**src/rtl/periph_bus_arbiter.sv**
```systemverilog
// Two-master round-robin arbiter onto a single peripheral bus.
// Master 0 is instruction fetch and master 1 is the load/store unit.
// Each transfer runs IDLE -> BUSY -> DONE -> GAP.
//
// Handshake: a master raises mN_read and/or mN_write with stable
// addr/wdata/byte_size and holds them until it sees mN_ready. A request
// with both strobes set is a write. mN_ready is a single-cycle pulse. In
// that same cycle mN_err, mN_rdata and read_ready describe the result.
// The slave answers a bus request by pulsing io_ready while io_read or
// io_write is high. io_ready at any other time carries no meaning.
module periph_bus_arbiter #(
  parameter int XLEN    = 32,
  parameter int TIMEOUT = 255
) (
  input  logic            clk,
  input  logic            rst_n,
  input  logic [XLEN-1:0] m0_addr,
  input  logic [XLEN-1:0] m0_wdata,
  input  logic            m0_read,
  input  logic            m0_write,
  input  logic [1:0]      m0_byte_size,
  output logic [XLEN-1:0] m0_rdata,
  output logic            m0_ready,
  output logic            m0_err,
  input  logic [XLEN-1:0] m1_addr,
  input  logic [XLEN-1:0] m1_wdata,
  input  logic            m1_read,
  input  logic            m1_write,
  input  logic [1:0]      m1_byte_size,
  output logic [XLEN-1:0] m1_rdata,
  output logic            m1_ready,
  output logic            m1_err,
  output logic [XLEN-1:0] io_addr,
  output logic [XLEN-1:0] io_wdata,
  output logic            io_read,
  output logic            io_write,
  output logic [1:0]      io_byte_size,
  input  logic [XLEN-1:0] io_rdata,
  input  logic            io_ready,
  output logic            read_ready,
  output logic [1:0]      dbg_state
);

  typedef enum logic [1:0] {
    ST_IDLE = 2'd0,
    ST_BUSY = 2'd1,
    ST_DONE = 2'd2,
    ST_GAP  = 2'd3
  } state_t;

  // Last BUSY cycle index before giving up on the slave
  localparam logic [15:0] WAIT_LAST = 16'(TIMEOUT - 1);

  state_t      state;
  logic        grant;       // 0 = m0, 1 = m1 for the transfer in flight
  logic        last_grant;  // winner of the previous grant, for round-robin
  logic        bus_write;   // latched direction of the transfer in flight
  logic [15:0] wait_cnt;

  logic            req0;
  logic            req1;
  logic            pick_m1;
  logic            finish;
  logic [XLEN-1:0] cap_data;

  assign dbg_state = state;

  // Request decode, round-robin pick and completion data selection
  always_comb begin
    req0     = m0_read | m0_write;
    req1     = m1_read | m1_write;
    pick_m1  = req1 && (!req0 || !last_grant);
    finish   = io_ready || (wait_cnt == WAIT_LAST);
    cap_data = '0;
    if (io_ready && !bus_write) begin
      cap_data = io_rdata;
    end
  end

  // Transfer sequencer: all bus and response outputs are registered here
  always_ff @(posedge clk or negedge rst_n) begin
    if (!rst_n) begin
      state        <= ST_IDLE;
      grant        <= 1'b0;
      last_grant   <= 1'b1;
      bus_write    <= 1'b0;
      wait_cnt     <= 16'd0;
      io_addr      <= '0;
      io_wdata     <= '0;
      io_byte_size <= 2'd0;
      io_read      <= 1'b0;
      io_write     <= 1'b0;
      read_ready   <= 1'b0;
      m0_rdata     <= '0;
      m0_ready     <= 1'b0;
      m0_err       <= 1'b0;
      m1_rdata     <= '0;
      m1_ready     <= 1'b0;
      m1_err       <= 1'b0;
    end else begin
      case (state)
        ST_IDLE: begin
          if (req0 || req1) begin
            grant      <= pick_m1;
            last_grant <= pick_m1;
            wait_cnt   <= 16'd0;
            state      <= ST_BUSY;
            if (pick_m1) begin
              bus_write    <= m1_write;
              io_write     <= m1_write;
              io_read      <= !m1_write;
              io_addr      <= m1_addr;
              io_wdata     <= m1_wdata;
              io_byte_size <= m1_byte_size;
            end else begin
              bus_write    <= m0_write;
              io_write     <= m0_write;
              io_read      <= !m0_write;
              io_addr      <= m0_addr;
              io_wdata     <= m0_wdata;
              io_byte_size <= m0_byte_size;
            end
          end
        end
        ST_BUSY: begin
          if (finish) begin
            io_read    <= 1'b0;
            io_write   <= 1'b0;
            read_ready <= io_ready && !bus_write;
            state      <= ST_DONE;
            if (grant) begin
              m1_rdata <= cap_data;
              m1_ready <= 1'b1;
              m1_err   <= !io_ready;
            end else begin
              m0_rdata <= cap_data;
              m0_ready <= 1'b1;
              m0_err   <= !io_ready;
            end
          end else begin
            wait_cnt <= 16'(wait_cnt + 16'd1);
          end
        end
        ST_DONE: begin
          m0_ready   <= 1'b0;
          m0_err     <= 1'b0;
          m1_ready   <= 1'b0;
          m1_err     <= 1'b0;
          read_ready <= 1'b0;
          state      <= ST_GAP;
        end
        default: begin
          state <= ST_IDLE;
        end
      endcase
    end
  end

endmodule

```
**config.mk**
```make
export PLATFORM = sky130hd
export DESIGN_NAME = periph_bus_arbiter
export DESIGN_NICKNAME = d
export VERILOG_FILES = /design/src/rtl/periph_bus_arbiter.sv
export SDC_FILE = /design/constraint.sdc
export NUM_CORES = 1
export LEC_CHECK = 0
export CORE_MARGIN = 2
export CORE_UTILIZATION = 30
export DETAILED_ROUTE_END_ITERATION = 7
export PLACE_DENSITY_LB_ADDON = 0.08
export SETUP_SLACK_MARGIN = 0.05
export SYNTH_ARGS = -nofsm -noshare
export SYNTH_HDL_FRONTEND = slang
export SYNTH_SLANG_ARGS = --single-unit
```
**constraint.sdc**
```tcl
create_clock -name clk -period 2.1 [get_ports clk]
set_clock_uncertainty 0.1 [all_clocks]
set_input_delay 0.42 -clock clk [delete_from_list [all_inputs] [get_ports clk]]
set_output_delay 0.42 -clock clk [all_outputs]
set_load 0.01 [all_outputs]
```
==> results.md <==
* Outcome: completed
* Final Cycle Share at between 90% and 100%
* Synth Flop Type: dfrtp_1
* Required @ worst endpoint at 2.33 ns
* First-pass GRT wire length at 34.7 mm
* Post-Place Cells at ~1.2k
* Fin worst setup slack at 0.00470 ns
* Num Clock Sinks at between 150 and 200
* Initial antenna violation count at 1
* DRT iter0 DRCs at 342
* Post-Place Setup Slack at -0.315 ns
* Synth area leader: dfrtp_1
* Synth async-reset ratio at between 90% and 100%
* Static Leakage at between 5 and 6 nW
* Die Y at 155 µm
* Port Buf Inserts at roughly 310
* Synth warnings at 0
* Cell Int Power at 9.93 mW
* Setup violators final at 0
* FP Rows at 55
* Top area cells in the synthesized netlist: dfrtp_1 57%, mux2i_1 9.8%, a22o_1 8.2%
* Comb power frac at approximately 45%
* Crit path DAT at ~2.3 ns
* Number of CTS-inserted buffers at 17
* Period minus WS final at 2.10 ns
* Via count at 6,076
* Post-route ant nets at 0
* Post-detail-place hpwl at between 15 and 20 mm
* Crit. End Element: flop
* Proportion of layout cells with a drive suffix above 1 at 13.3%
* Drt wl/cell at 17.7 µm
* Syn_nets at 787
* Sequential share of power at between 30 and 40%
* Number of vias per cell at 4.86
* Mapped Area at around 7000 µm²
* Max-cap violations at 0
* # fillers at about 2.0k
* Clk_lat worst skew at 0.42 ns
* PD cells at 1320 nW/µm²
* Worst R2R Start: wait_cnt[13]$_DFFE_PN0P_
* R2R Path End: m0_ready$_DFFE_PN0P_
* Post-synth EDFFs at 0
* Core Region at ~23,000 µm²
* Startpoint types: flop
* Actual slew at the worst max-slew pin at approximately 0.42 ns
* WS Path Type: flop to flop
* Die width at 155 µm
* Slowest CP cell: or4_4
* Cell Count, Final, Fillers Out at 1,251
* VDD IR max at ~560 µV
* Max incr delay on CP at between 0.5 and 0.6 ns
* Pin count of the biggest net entering global routing at 67
* Final Hold Viols at 0
* # DRC at 0
* Worst hold slack at 0.345 ns
* Slew headroom at 71.9%
* Worst-path fanout max at 23
* Proportion of netlist area held by the largest area contributor at 57.1%
* GPL Wtd Cong at 0.787
* Die ar. at around 24,000 µm²
* R2R Setup Slk at roughly 0.0047 ns
* Slew Viols, Final at 0
* Drt pass-1 iters at 4
* Synthesis-to-finish area growth at 67.3%
* Post-route setup TNS at 0 ns
* Unrepaired setup endpoints after global routing: yes
* NetSw at around 5.2 mW
* Most common cell in the netlist: dfrtp_1
* Sw Share at 34.4%
* Clock slew seen by the registers of the worst setup and hold paths at 0.06 ns
* Critical path origin: wait_cnt[13]$_DFFE_PN0P_
* Maximum clock path buffer count at 2
* Number of global-route vias before repair at 6,376
* Syn avg cell area at 11.3 µm²
* HP Class: input pin to async pin
* Register area share after synthesis at 57.5%
* Congestion Overflow GR at 0
* Final #Nets at 1,129
* Final Util at 51.0%
* Seq cells post-synth at 158
* Reg2reg path depth at 7
* Clock root buffer master: clkbuf_16
* Tot Pwr at about 15 mW
* IO Count at 310
* Final Cell Area at 11,500 µm²
* CTS tree: done
* Final wirelength at 22.1 mm
* Post-synth top cells: 157 x dfrtp_1, 87 x nand2_1, 79 x o21ai_0
* Worst path cell trace: or4_4 > nor4_4 > buf_4 > o211ai_4 > buf_12 > nor2b_1 > o22ai_1
* H-tree depth at 4
* Synth unique cells at 47
* GRT Total Usage at between 10% and 20%
* Syn Inst Count at between 600 and 700
* Initial core utilization at 30.5%
* DP Area at approximately 11,000 µm²
* Clock share of power at 22.0%
* Fmax at roughly 480 MHz
## how the worst max path moves through the flow
stage	endpoint	cells after the start
global route	m0_ready$_DFFE_PN0P_	7
floorplan	wait_cnt[9]$_DFFE_PN0P_	8
global placement	wait_cnt[15]$_DFFE_PN0P_	7
CTS	m0_ready$_DFFE_PN0P_	7
detailed placement	wait_cnt[7]$_DFFE_PN0P_	7
finish	m0_ready$_DFFE_PN0P_	7
## sequential cells by signal, summed over array words and instances (netlist names), 2 cells and up
register,count
dbg_state,2
io_addr,32
io_byte_size,2
wait_cnt,16
io_wdata,32
m0_rdata,32
m1_rdata,32
## power by group through the flow
stage	sequential, mW	combinational, mW	clock, mW
after detailed placement	5.00	6.73	0
after CTS	4.98	6.76	3.43
final	4.97	6.84	3.32
after floorplan	5.47	2.45	0
after global placement	4.95	6.64	0
after global routing	5.13	7.44	3.56
## cell families after synthesis
logic type                 Yosys count  share of synthesized area (%)
AOI/OAI and AO/OA                  186                           18.2
DFF                                158                           57.5
and+or+nand+nor                    142                           9.64
muxes                               68                           9.97
buffers and inverters               49                           3.46
adders and majority gates            6                           1.09
xor gates and xnor gates             1                          0.127
## placed cells by master, fill, tap and decap left out, drive strengths merged, types with 6 or more instances in the layout
cell type      Yosys  final
inv               10     17
clkbuf            25     18
or3                6      6
ha                 6      6
a21oi              9      9
buf               14     51
a22o              64     64
dfrtp            157    157
nor2              18     18
clkdlybuf4s50      0    307
mux2i             67     67
o21ai             94     94
nand3              7      7
nand2             87     87
## layout make-up
type                    count  area [µm²]  share of cell area (%)
diodes                      1        2.50                  0.0218
clock buffers              18         439                    3.82
clock inverters            14         196                    1.71
inverters                  10        37.5                   0.326
multi-input cells         405        2880                    25.0
flip-flops and latches    158        3960                    34.4
well taps                 285         357                    3.10
repair buffers            360        3640                    31.6
## metal layers
layer | global-route usage (%) | vias to the layer above | routed length, µm
met2 | 30.2 | 240 | 10700
li1 | - | 2895 | -
met4 | 6.42 | 0 | 412
met5 | 0 | - | 0
met3 | 6.18 | 22 | 1850
met1 | 22.4 | 2919 | 9150
## worst max-delay path, delay by kind of cell, from the launching register on
kind | cells | cell delay, ns
AOI/OAI and AO/OA | 2 | 0.25
buffers and inverters | 2 | 0.36
DFF | 1 | 0.38
and+or+nand+nor | 3 | 0.90
## repair_timing
action | 4_1_cts | 5_1_grt
gates cloned | 0 | 2
setup endpoints to repair | 45 | 82
endpoints found under the hold margin | 27 | 0
buffers inserted | 1 | 5
gates resized for setup | 6 | 24
pin swaps | 2 | 13
hold buffers | 1 | 0
Note: power is estimated with default switching activity, not from simulation.
